**config.mk**
```make
export PLATFORM = sky130hd
export DESIGN_NAME = gyro_axis_scheduler
export DESIGN_NICKNAME = d
export VERILOG_FILES = /design/src/rtl/gyro_axis_scheduler.sv
export SDC_FILE = /design/constraint.sdc
export NUM_CORES = 1
export LEC_CHECK = 0
export ABC_AREA = 0
export BUFFER_PORTS_ARGS = -buffer_cell sky130_fd_sc_hd__buf_2
export CAP_MARGIN = 0
export CELL_PAD_IN_SITES_DETAIL_PLACEMENT = 1
export CELL_PAD_IN_SITES_GLOBAL_PLACEMENT = 1
export CORE_ASPECT_RATIO = 0.7
export CORE_MARGIN = 4
export CORE_UTILIZATION = 42
export CTS_CLUSTER_SIZE = 30
export DETAILED_ROUTE_END_ITERATION = 12
export HOLD_SLACK_MARGIN = 0.05
export PLACE_DENSITY_LB_ADDON = 0.1
export SLEW_MARGIN = 30
export SYNTH_ARGS = -nofsm -noshare
export SYNTH_HDL_FRONTEND = slang
export SYNTH_SLANG_ARGS = --single-unit
```
**constraint.sdc**
```tcl
create_clock -name clk -period 5.35 [get_ports clk]
set_input_delay 0.2675 -clock clk [delete_from_list [all_inputs] [get_ports clk]]
set_output_delay 0.2675 -clock clk [all_outputs]
set_load 0.01 [all_outputs]
```
**src/rtl/gyro_axis_scheduler.sv**
```systemverilog
// gyro_axis_scheduler
// Steps the downstream 3:1 mux through X, Y and Z on every new gyro sample.
// After SETTLE_CYCLES of stable select it captures the mux word, tags it with
// its axis, and hands it to the consumer over a valid/ready handshake.
// Optional build macro: GYRO_AXIS_SCHED_TEMP_EN adds a fourth slot (sel=11, temperature).
// A sample that arrives while a frame is in flight is remembered in a
// one-deep pending flag. A further sample while that flag is set is dropped
// and reported on overrun.
module gyro_axis_scheduler #(
   parameter int unsigned SETTLE_CYCLES = 1
) (
   input  logic        clk,
   input  logic        rst_n,
   input  logic        sample_valid,
   input  logic [15:0] data_in,
   output logic [1:0]  sel,
   output logic [15:0] out_data,
   output logic [1:0]  out_tag,
   output logic        out_valid,
   input  logic        out_ready,
   output logic        busy,
   output logic        frame_done,
   output logic        overrun
);

   localparam logic [1:0] ST_IDLE    = 2'd0;
   localparam logic [1:0] ST_SETTLE  = 2'd1;
   localparam logic [1:0] ST_PRESENT = 2'd2;

   localparam logic [3:0] CNT_RELOAD = 4'(SETTLE_CYCLES - 1);

`ifdef GYRO_AXIS_SCHED_TEMP_EN
   localparam logic [1:0] LAST_SEL = 2'b11;
`else
   localparam logic [1:0] LAST_SEL = 2'b10;
`endif

   logic [1:0]  state_reg, state_next;
   logic [1:0]  sel_reg, sel_next;
   logic [3:0]  cnt_reg, cnt_next;
   logic [15:0] data_reg, data_next;
   logic [1:0]  tag_reg, tag_next;
   logic        valid_reg, valid_next;
   logic        busy_reg, busy_next;
   logic        frame_done_reg, frame_done_next;
   logic        pending_reg, pending_next;
   logic        overrun_reg, overrun_next;

   logic handshake;
   logic frame_end;
   logic in_frame;

   assign handshake = (state_reg == ST_PRESENT) && valid_reg && out_ready;
   assign frame_end = handshake && (sel_reg == LAST_SEL);
   assign in_frame  = (state_reg != ST_IDLE);

   // Frame sequencing: select stepping, settle countdown, capture and handshake
   always_comb begin
      state_next      = state_reg;
      sel_next        = sel_reg;
      cnt_next        = cnt_reg;
      data_next       = data_reg;
      tag_next        = tag_reg;
      valid_next      = valid_reg;
      frame_done_next = 1'b0;
      case (state_reg)
         ST_IDLE: begin
            if (sample_valid) begin
               sel_next   = 2'b00;
               cnt_next   = CNT_RELOAD;
               state_next = ST_SETTLE;
            end
         end
         ST_SETTLE: begin
            if (cnt_reg != 4'd0) begin
               cnt_next = cnt_reg - 4'd1;
            end else begin
               data_next  = data_in;
               tag_next   = sel_reg;
               valid_next = 1'b1;
               state_next = ST_PRESENT;
            end
         end
         ST_PRESENT: begin
            if (handshake) begin
               valid_next = 1'b0;
               if (sel_reg != LAST_SEL) begin
                  sel_next   = sel_reg + 2'd1;
                  cnt_next   = CNT_RELOAD;
                  state_next = ST_SETTLE;
               end else begin
                  frame_done_next = 1'b1;
                  // Back-to-back frame: either the remembered sample or
                  // the one arriving right now starts the next frame.
                  if (pending_reg || sample_valid) begin
                     sel_next   = 2'b00;
                     cnt_next   = CNT_RELOAD;
                     state_next = ST_SETTLE;
                  end else begin
                     state_next = ST_IDLE;
                  end
               end
            end
         end
         default: begin
            state_next = ST_IDLE;
         end
      endcase
      busy_next = (state_next != ST_IDLE);
   end

   // Pending/overrun bookkeeping for samples arriving mid-frame
   always_comb begin
      pending_next = pending_reg;
      overrun_next = 1'b0;
      if (frame_end) begin
         // The restart consumes the pending sample if there is one;
         // a coincident new sample then becomes the pending one.
         // Without a pending sample the coincident one is consumed directly.
         pending_next = pending_reg && sample_valid;
      end else if (in_frame && sample_valid) begin
         if (pending_reg) begin
            overrun_next = 1'b1;
         end else begin
            pending_next = 1'b1;
         end
      end
   end

   // State and output registers, cleared immediately by reset
   always_ff @(posedge clk or negedge rst_n) begin
      if (!rst_n) begin
         state_reg      <= ST_IDLE;
         sel_reg        <= 2'b00;
         cnt_reg        <= 4'd0;
         data_reg       <= 16'h0000;
         tag_reg        <= 2'b00;
         valid_reg      <= 1'b0;
         busy_reg       <= 1'b0;
         frame_done_reg <= 1'b0;
         pending_reg    <= 1'b0;
         overrun_reg    <= 1'b0;
      end else begin
         state_reg      <= state_next;
         sel_reg        <= sel_next;
         cnt_reg        <= cnt_next;
         data_reg       <= data_next;
         tag_reg        <= tag_next;
         valid_reg      <= valid_next;
         busy_reg       <= busy_next;
         frame_done_reg <= frame_done_next;
         pending_reg    <= pending_next;
         overrun_reg    <= overrun_next;
      end
   end

   assign sel        = sel_reg;
   assign out_data   = data_reg;
   assign out_tag    = tag_reg;
   assign out_valid  = valid_reg;
   assign busy       = busy_reg;
   assign frame_done = frame_done_reg;
   assign overrun    = overrun_reg;

endmodule

```
* After elaboration in Yosys (flattened, before gate mapping) *
Cells that the tools add are included.

cells by class
  $add $sub $neg = 2
  equality and inequality tests = 9
  multiplexer cells = 28
  bitwise operators = 1
  reductions and logical operators = 18

operators by type and width
  kind                                                                count
  4-bit two-way mux                                                   5
  2-bit two-way mux                                                   7
  1-bit two-way mux                                                   12
  4-bit one-hot mux with 3 select lines                               1
  2-bit != test, second input constant                                5
  2-bit nonzero test                                                  5
  2-bit one-hot mux with 3 select lines                               1
  1-bit logical AND                                                   5
  5-bit AND reduction                                                 1
  2-bit == test, second input constant                                2
  2-bit one-hot mux with 2 select lines                               1
  4-bit AND reduction                                                 1
  4-bit nonzero test                                                  1
  4-bit by 1-bit subtractor with 4-bit output, second input constant  1
  3-bit by 1-bit != test with 1-bit output, second input constant     1
  3-bit AND reduction                                                 1
  3-bit nonzero test                                                  1
  2-bit by 1-bit adder with 2-bit output, second input constant       1
  2-bit by 1-bit == test with 1-bit output, second input constant     1
  2-bit zero test                                                     1
  1-bit one-hot mux with 2 select lines                               1
  2-bit AND reduction                                                 1
  1-bit logical OR                                                    1
  1-bit NOT                                                           1

word-level totals
  word-level logic and storage cells = 68
  output and inout port bits = 24
  flip-flop bits (word level) = 31
  input port bits = 20

* Longest topological paths before layout *
Gate-level depths: netlist of the first run.

  depth in word-level cells = 6
  depth in mapped cells = 6
  mapped depth without buffers = 6

* Least setup slack after synthesis of the first run *
OpenSTA, ideal clock, no wires.

  path type = flip-flop to flip-flop
  from = register state_reg[1]
  to = register data_reg[0], in the netlist out_data[0]
  clock period less this slack = 1717 ps
  library setup time = 125 ps
  buffers on the path = 2
  data required time = 5225 ps
  stages on the path, launching flop included = 6
  path slack = 3633 ps
  arrival time = 1591 ps
  path through = dfrtp_1 > buf_6 > nand2b_4 > or4b_4 > buf_6 > mux2_4

on the way
  word-level cells in the longest chain between the ends = 2

ends and longest elaborated chain
  what                                      line  RTL
  start: declaration                        38    logic [1:0] state_reg, state_next;
  start signal: assignment                  144   state_reg <= state_next;
  2-bit by 1-bit == test with 1-bit output  66    case (state_reg)
  2-bit AND reduction (no line)             -
  end signal: assignment                    147   data_reg <= data_next;
  end: declaration                          41    logic [15:0] data_reg, data_next;

Every way passes these cells.
A chain may end at the register's enable or synchronous reset.

* Final worst setup path of the first run *
  from = register state_reg[0]
  to = register data_reg[6], in the netlist out_data[6]

The elaborated chain is that of the path after synthesis.

==> results of run 1 <==
cell usage after synthesis:
cell	n
a31oi_1	1
nand2b_4	1
nor2b_1	2
nand3_1	3
clkbuf_1	1
mux2_4	18
nor4b_1	1
or2_2	1
buf_6	3
o32ai_2	1
dfrtp_1	31
nor4bb_1	1
or4b_4	1
and2b_1	1
o211ai_1	1
nand4bb_1	1
nand4b_1	1
inv_1	2
or4_1	1
o21ai_0	7
nand2b_1	2
nor2_1	5
nand3b_1	2
ha_1	2
nand2_1	8
nor3_1	1
o31ai_1	2
nor3b_1	2
kinds of logic (layout without fill, tap and decap cells):
family / Yosys count / after routing / share of synthesized area, %
AND/OR/NAND/NOR: 34 / 34 / 15.0
flip-flops: 31 / 31 / 55.1
multiplexers: 18 / 18 / 19.2
AO/OA/AOI/OAI: 12 / 12 / 5.69
buffers and inverters: 6 / 54 / 3.20
adder cells (fa/ha/maj): 2 / 2 / 1.78
worst min path at each step:
stage / start / to / slack (ps) / depth (start not counted)
2_1_floorplan: rst_n / busy$_DFF_PN0_ / -30 / 0
3_3_place_gp: rst_n / cnt_reg[1]$_DFFE_PN0P_ / 350 / 1
3_5_place_dp: rst_n / cnt_reg[1]$_DFFE_PN0P_ / 360 / 1
4_1_cts: data_in[11] / out_data[11]$_DFFE_PN0P_ / 200 / 2
5_1_grt: data_in[11] / out_data[11]$_DFFE_PN0P_ / 200 / 2
6_report: data_in[11] / out_data[11]$_DFFE_PN0P_ / 210 / 2
metal layers:
metal	share of wire, %	global-route usage (%)	vias to the layer above
met3	4.5	5.29	4
met1	47	19.9	480
met4	0.76	4.57	0
met5	0	0	-
met2	48	26.1	28
li1	-	-	456
where the power goes:
| part | switching (W) | internal [W] | leakage (nW) | total (W) |
|---|---|---|---|---|
| registers | 0.0000847 | 0.000336 | 0.375 | 0.000420 |
| clock network | 0.0000872 | 0.000151 | 0.0612 | 0.000238 |
| logic | 0.000205 | 0.000263 | 0.469 | 0.000468 |
layout make-up:
| type | count | area share [%] |
|---|---|---|
| clock buffer | 6 | 4.69 |
| clock inverter | 2 | 1.99 |
| inverter | 2 | 0.426 |
| multi-input combinational | 66 | 33.3 |
| sequential | 31 | 44.1 |
| tap | 38 | 2.70 |
| timing repair buffer | 44 | 12.8 |
through the flow:
step                std cells  hold WS [ps]  setup WS (ps)  util, %  total power (W)
floorplan                 103         -28.1           3630        -         0.000759
global placement          180           353           3440     51.2         0.000875
detailed placement        180           359           3430     51.2         0.000897
CTS                       189           205           3410     55.2          0.00114
global route              189           204           3240     55.2          0.00121
finish                    189           214           3410     55.2          0.00113
==> impl_metrics.json, run 1 <==
{
  "synth.net_count": 125,
  "crit_end": "out_data[6]$_DFFE_PN0P_",
  "die_h_um": 56.4,
  "initial_core_util_pct": 44.1,
  "pin_count": 44,
  "period_minus_slack_ps": 1940,
  "fill_cells": 348,
  "tritoncts": "done",
  "cts-root-buf": "clkbuf_8",
  "chipWidth_um": 77.2,
  "cp-startpoint": "state_reg[0]$_DFF_PN0_",
  "cts_buffers": 5,
  "layout_common_cells": "buf_2, dfrtp_1, mux2_4, nand2_1, o21ai_0",
  "antenna_found_initial": 0,
  "crit_type": "reg -> reg",
  "yosysWarnings": 0,
  "via_per_inst": 5.12,
  "drv_slew": 0,
  "cp.depth": 3,
  "irDropWorstVdd_mv": 0.309,
  "ys_seq_area_share_pct": 55.1,
  "worstRegToRegCells": 3,
  "dieArea_um2": 4360,
  "hold_viol": 0,
  "layout_commonest_cell": "buf_2",
  "cts.htree.levels": 2,
  "critical-path-max-stage-delay_ps": 730,
  "cp.required_ps": 5510,
  "crit_path_cell_trace": "nand2b_4 > or4b_4 > mux2_4",
  "ant_nets": 0,
  "grt_max_degree": 32,
  "yosys.area.top_type": "dfrtp_1",
  "hp-class": "in -> reg",
  "cts_num_sinks": 31,
  "drcViolationCount": 0,
  "dp.final_hpwl_mm": 2.17,
  "fin_crit_sh_pct": 36.2,
  "clkLatencyLatePin_ps": 280,
  "multiInputGateArea_um2": 587,
  "port_buffers": 43,
  "cts_buffer_depth": 2,
  "cp_num_buf_inv": 0,
  "nNetsFinal": 172,
  "r2r_end": "out_data[6]$_DFFE_PN0P_",
  "drive_gt1_share_pct": 48.3,
  "synth.cell_area_um2": 1410,
  "largest_reg_flops": 16,
  "drtIter0Drc": 39,
  "crit_path_end_kind": "flop",
  "grtUsageTotal_pct": 15.8,
  "place_congestion": 0.705,
  "startpoint_type": "flop",
  "path_clk_slew_ps": 70,
  "skew_ps": 7.23,
  "grt_pass1_wl_mm": 5.41,
  "slew_headroom_pct": 51.1,
  "synthTopCellsByArea": "dfrtp_1, mux2_4, o21ai_0",
  "crit_arrival_ps": 2090,
  "antennaDiodeCount": 0,
  "design_area_um2": 1760,
  "critPathSlowestCell": "or4b_4",
  "postCtsSetupBuffers": 0,
  "overflow": 0,
  "first_global_vias": 1078,
  "worstPathMaxFanout": 20,
  "ctsHoldBuffers": 1,
  "timing.fmax_ghz": 0.517,
  "routedWlPerCell_um": 16.0,
  "vias": 968,
  "num_rows": 17,
  "ys_ff_latch": 31,
  "fin_tns_setup_ps": 0,
  "first_pass_iters": 4,
  "syn_area_per_cell_um2": 13.7,
  "status": "completed",
  "synth_top_cell_area_share_pct": 55.1,
  "final-seq-area_um2": 776,
  "cp_top_family": "simple AND/OR/NAND/NOR gates",
  "drt_wl_total_mm": 3.02,
  "power.density_nw_per_um2": 640,
  "area_delta_synth_final_pct": 25.1,
  "rsz0062_at_grt": "false",
  "synthCells": 103,
  "setup_viol": 0,
  "post_cts_resized": 0,
  "tightest_slew_ps": 724,
  "synth_cell_types": 28,
  "regToRegStartpoint": "state_reg[0]$_DFF_PN0_",
  "core_um2": 3190,
  "dpl_cell_area_um2": 1630,
  "cap_violations": 0,
  "p_leak_nw": 0.905,
  "reg2reg_slack_ps": 3410
}
Note: power is estimated with default switching activity, not from simulation.
==> inputs of run 2 (changes only) <==
--- a/config.mk
+++ b/config.mk
@@ -12,7 +12,7 @@
 export CELL_PAD_IN_SITES_GLOBAL_PLACEMENT = 1
 export CORE_ASPECT_RATIO = 0.7
 export CORE_MARGIN = 4
-export CORE_UTILIZATION = 42
+export CORE_UTILIZATION = 35
 export CTS_CLUSTER_SIZE = 30
 export DETAILED_ROUTE_END_ITERATION = 12
 export HOLD_SLACK_MARGIN = 0.05
==> constraint.sdc (replaced) <==
create_clock -name clk -period 1.7 [get_ports clk]
set_input_delay 0.085 -clock clk [delete_from_list [all_inputs] [get_ports clk]]
set_output_delay 0.085 -clock clk [all_outputs]
set_load 0.01 [all_outputs]
==> impl_metrics.json, run 2 (synthesized netlist as in run 1, its figures left out) <==
{
  "status": "finished, violations left",
  "violations": "negative setup slack",
  "first_global_vias": 1181,
  "overflow": 0,
  "via_per_inst": 4.80,
  "cts.htree.levels": 2,
  "skew_ps": 4.78,
  "cts_buffer_depth": 2,
  "drcViolationCount": 0,
  "antennaDiodeCount": 0,
  "power.switching_w": 0.00131,
  "cts_buffers": 5,
  "tightest_slew_ps": 680,
  "wl_met2_mm": 1.88,
  "dp.final_hpwl_mm": 2.35,
  "p_leak_nw": 1.05,
  "worstPathMaxFanout": 10,
  "ant_nets": 0,
  "nNetsFinal": 200,
  "rsz0062_at_grt": "true",
  "wl_met3_um": 171,
  "hold_viol": 0,
  "drive_gt1_share_pct": 49.7,
  "combPwrFrac_pct": 48.6,
  "cp_top_family": "simple AND/OR/NAND/NOR gates",
  "seqPwrFrac_pct": 32.2,
  "largest_reg_flops": 16,
  "port_buffers": 43,
  "critical-path-max-stage-delay_ps": 510,
  "highest_layer": "met4",
  "die_h_um": 61.1,
  "core_um2": 3690,
  "timing.fmax_ghz": 0.576,
  "place_ws_ps": -34.8,
  "cp.required_ps": 1870,
  "design_area_um2": 2080,
  "num_rows": 18,
  "initial_core_util_pct": 38.1,
  "irDropWorstVdd_mv": 0.678,
  "vias": 1099,
  "setup_viol": 15,
  "p_int_w": 0.00260,
  "critPathSlowestCell": "or4b_4",
  "drt_wl_total_mm": 3.82,
  "grt_pass1_wl_mm": 5.91,
  "area_delta_synth_final_pct": 47.6,
  "fin_crit_sh_pct": 102,
  "drtIter0Drc": 29,
  "period_minus_slack_ps": 1740,
  "cp_num_buf_inv": 2,
  "crit_arrival_ps": 1900,
  "startpoint_type": "flop",
  "cts_num_sinks": 31,
  "grtUsageTotal_pct": 15.5,
  "hp-class": "in -> reg",
  "p_clk_share_pct": 19.3,
  "setup_slack_ps": -37.0,
  "p_sw_share_pct": 33.5,
  "crit_path_cell_trace": "inv_2 > ha_4 > or4b_4 > buf_12 > mux2_4",
  "wl_met1_mm": 1.71,
  "place_congestion": 0.677,
  "dieArea_um2": 5120,
  "cts-root-buf": "clkbuf_8",
  "clkLatencyLatePin_ps": 280,
  "cap_violations": 0,
  "pin_count": 44,
  "tritoncts": "done",
  "slew_headroom_pct": 54.7,
  "total_power_w": 0.00392,
  "routedWlPerCell_um": 16.7,
  "crit_type": "reg -> reg",
  "dpl_cell_area_um2": 1730,
  "power.density_nw_per_um2": 1890,
  "drv_slew": 0,
  "path_clk_slew_ps": 70,
  "antenna_found_initial": 0,
  "layout_common_cells": "buf_2, dfrtp_1, mux2_4, dlygate4sd3_1, buf_4",
  "grt_max_degree": 32,
  "layout_commonest_cell": "buf_2",
  "fill_cells": 401,
  "first_pass_iters": 4,
  "crit_path_end_kind": "flop",
  "chipWidth_um": 83.8
}
==> run 2: cell count changes in the layout (fill, tap and decap cells not counted), sizes merged <==
cell and change:
dlygate4sd3 +16, clkbuf +1, buf +11
==> run 2: path summary, 6_finish.rpt <==
kind                            depth (start not counted)                     from                       end  slack, ps
min in group asynchronous                               2                    rst_n    out_tag[1]$_DFFE_PN0P_        390
worst min register to register                          1  out_data[3]$_DFFE_PN0P_   out_data[3]$_DFFE_PN0P_        510
worst min-delay path                                    3             sample_valid         overrun$_DFF_PN0_         90
worst max-delay path                                    5   cnt_reg[0]$_DFFE_PN0P_  out_data[11]$_DFFE_PN0P_        -40
worst max register to register                          5   cnt_reg[0]$_DFFE_PN0P_  out_data[11]$_DFFE_PN0P_        -40
max in group asynchronous                               2                    rst_n    cnt_reg[0]$_DFFE_PN0P_        870
==> run 2: layout make-up <==
type | count | area (um^2) | area share, %
sequential | 31 | 776 | 37.3
multi-input combinational | 66 | 606 | 29.1
timing repair buffer | 72 | 509 | 24.5
clock buffer | 6 | 82.6 | 3.97
tap | 50 | 62.6 | 3.01
clock inverter | 2 | 35.0 | 1.69
inverter | 2 | 7.51 | 0.361
==> run 2: what timing repair did <==
item	CTS	global route
setup buffers	0	1
resized for setup	1	4
gates cloned	0	2
pin swaps	0	1
hold buffers	17	0
endpoints found under the hold margin	47	0
endpoints found under the setup margin	18	22
==> run 2: power groups by stage <==
stage	clock, W	sequential (W)	combinational [W]
detailed placement	0	0.00126	0.00173
finish	0.000755	0.00126	0.00190
global route	0.000808	0.00130	0.00205
floorplan	0	0.00138	0.00103
CTS	0.000760	0.00125	0.00177
global placement	0	0.00123	0.00168
==> run 2: per-stage QoR <==
stage	hold WS [ps]	cells	util (%)	TNS, ps
after global placement	164	201	46.8	0
after floorplan	-211	103	-	-4.03
after global routing	107	229	56.3	-724
after detailed placement	164	201	46.8	-423
after CTS	93.1	226	54.6	-284
final	92.5	229	56.3	-457
==> run 2: routing by layer <==
metal | vias to the layer above | global-route usage (%)
li1 | 515 | -
met4 | 0 | 6.88
met5 | - | 0
met2 | 28 | 26.8
met3 | 5 | 4.28
met1 | 551 | 18.6
==> run 2: worst min-delay path, stage by stage <==
cell	delay [ps]
buf_2	120
nand2_1	80
nor3_1	40
==> inputs of run 3 (changes only) <==
--- a/config.mk
+++ b/config.mk
@@ -17,6 +17,7 @@
 export DETAILED_ROUTE_END_ITERATION = 12
 export HOLD_SLACK_MARGIN = 0.05
 export PLACE_DENSITY_LB_ADDON = 0.1
+export RECOVER_POWER = 100
 export SLEW_MARGIN = 30
 export SYNTH_ARGS = -nofsm -noshare
 export SYNTH_HDL_FRONTEND = slang
==> impl_metrics.json, run 3 (synthesized netlist as in run 1, its figures left out) <==
{
  "overflow": 0,
  "clkLatencyLatePin_ps": 280,
  "initial_core_util_pct": 38.1,
  "vias": 1097,
  "grtUsageTotal_pct": 15.5,
  "startpoint_type": "flop",
  "cts_num_sinks": 31,
  "largest_reg_flops": 16,
  "drive_gt1_share_pct": 36.3,
  "dp_cells": 201,
  "dieArea_um2": 5120,
  "first_global_vias": 1181,
  "worstRegToRegCells": 5,
  "min_to": "overrun$_DFF_PN0_",
  "final_util_pct": 55.3,
  "hold_viol": 0,
  "regToRegStartpoint": "cnt_reg[0]$_DFFE_PN0P_",
  "grt_max_degree": 32,
  "place_congestion": 0.677,
  "total_power_w": 0.00385,
  "area_delta_synth_final_pct": 45.2,
  "irDropWorstVdd_mv": 0.678,
  "power.density_nw_per_um2": 1890,
  "routedWlPerCell_um": 16.8,
  "whs_ps": 89.6,
  "chipWidth_um": 83.8,
  "crit_type": "reg -> reg",
  "drcViolationCount": 0,
  "fin_crit_sh_pct": 102,
  "cts_buffer_depth": 2,
  "die_h_um": 61.1,
  "drt_wl_total_mm": 3.85,
  "reg2reg_slack_ps": -40,
  "drtIter0Drc": 20,
  "ant_nets": 0,
  "p_leak_nw": 0.974,
  "setup_viol": 15,
  "crit_path_end_kind": "flop",
  "path_clk_slew_ps": 70,
  "antennaDiodeCount": 0,
  "pin_count": 44,
  "first_pass_iters": 4,
  "tightest_slew_ps": 758,
  "num_rows": 18,
  "min_from": "sample_valid",
  "slew_headroom_pct": 49.5,
  "cts.htree.levels": 2,
  "dp.final_hpwl_mm": 2.35,
  "layout_commonest_cell": "dfrtp_1",
  "status": "finished, violations left",
  "cp.required_ps": 1870,
  "worstPathMaxFanout": 10,
  "grt_pass1_wl_mm": 5.91,
  "core_um2": 3690,
  "cap_violations": 0,
  "timing.fmax_ghz": 0.575,
  "cts-root-buf": "clkbuf_8",
  "fin_cells": 229,
  "tritoncts": "done",
  "antenna_found_initial": 0,
  "port_buffers": 43,
  "nNetsFinal": 200,
  "hp-class": "in -> reg",
  "place_ws_ps": -34.8,
  "rsz0062_at_grt": "true",
  "crit_arrival_ps": 1910,
  "skew_ps": 4.11,
  "period_minus_slack_ps": 1740,
  "drv_slew": 0,
  "via_per_inst": 4.79,
  "violations": "negative setup slack",
  "hold_depth": 3,
  "r2r_end": "out_data[8]$_DFFE_PN0P_",
  "layout_common_cells": "dfrtp_1, clkbuf_1, buf_2, mux2_4, dlygate4sd3_1",
  "cts_buffers": 5,
  "setup_slack_ps": -38.8
}
## run 3: cell types whose count changed in the layout (fill, tap and decap cells not counted), sizes merged
cell,previous run,this run
buf,54,28
clkbuf,7,33
## run 3: per-stage QoR
stage | TNS (ps) | cell area (um^2)
2_1_floorplan | -4.03 | 1420
5_1_grt | -763 | 2040
6_report | -474 | 2040
3_3_place_gp | 0 | 1730
4_1_cts | -284 | 2020
3_5_place_dp | -423 | 1730
## run 3: how the worst max path moves through the flow
| stage | startpoint | endpoint | slack [ps] | cells after the start |
|---|---|---|---|---|
| after floorplan | state_reg[1]$_DFF_PN0_ | out_data[0]$_DFFE_PN0P_ | -0.4 | 5 |
| after global placement | cnt_reg[0]$_DFFE_PN0P_ | out_data[3]$_DFFE_PN0P_ | 30 | 5 |
| after detailed placement | cnt_reg[0]$_DFFE_PN0P_ | out_data[0]$_DFFE_PN0P_ | -30 | 5 |
| after CTS | cnt_reg[0]$_DFFE_PN0P_ | out_data[0]$_DFFE_PN0P_ | -30 | 5 |
| after global routing | cnt_reg[0]$_DFFE_PN0P_ | out_data[5]$_DFFE_PN0P_ | -50 | 5 |
| final | cnt_reg[0]$_DFFE_PN0P_ | out_data[8]$_DFFE_PN0P_ | -40 | 5 |
## run 3: critical path, stage by stage, from the launching register on
cell     delay (ps)
dfrtp_1         400
inv_2            90
ha_4            130
or4b_4          510
buf_12          180
mux2_4          310
## run 3: routing by layer
layer / part of all wire (%) / track usage (%)
met5: 0 / 0
met2: 49 / 26.8
met3: 4.5 / 4.28
met1: 45 / 18.6
met4: 1.4 / 6.88
## run 3: area by class of cell
class	instances	area (um^2)
Clock buffer	6	82.6
Clock inverter	2	35.0
Fill cell	409	1650
Inverter	2	7.51
Multi-Input combinational cell	66	606
Sequential cell	31	776
Tap cell	50	62.6
Timing Repair Buffer	72	474
## run 3: what timing repair did
action,CTS,global route
hold buffers,17,0
gates resized for setup,1,4
setup buffers,0,1
setup endpoints to repair,18,22
hold endpoints to repair,47,0
pin swaps,0,1
cloned,0,2
## run 3: where the power goes
part	total [W]	switching, W	leakage (nW)	internal [W]
registers	0.00127	0.000213	0.375	0.00106
clock network	0.000754	0.000280	0.0612	0.000474
logic	0.00183	0.000836	0.538	0.000992
total	0.00385	0.00133	0.974	0.00252
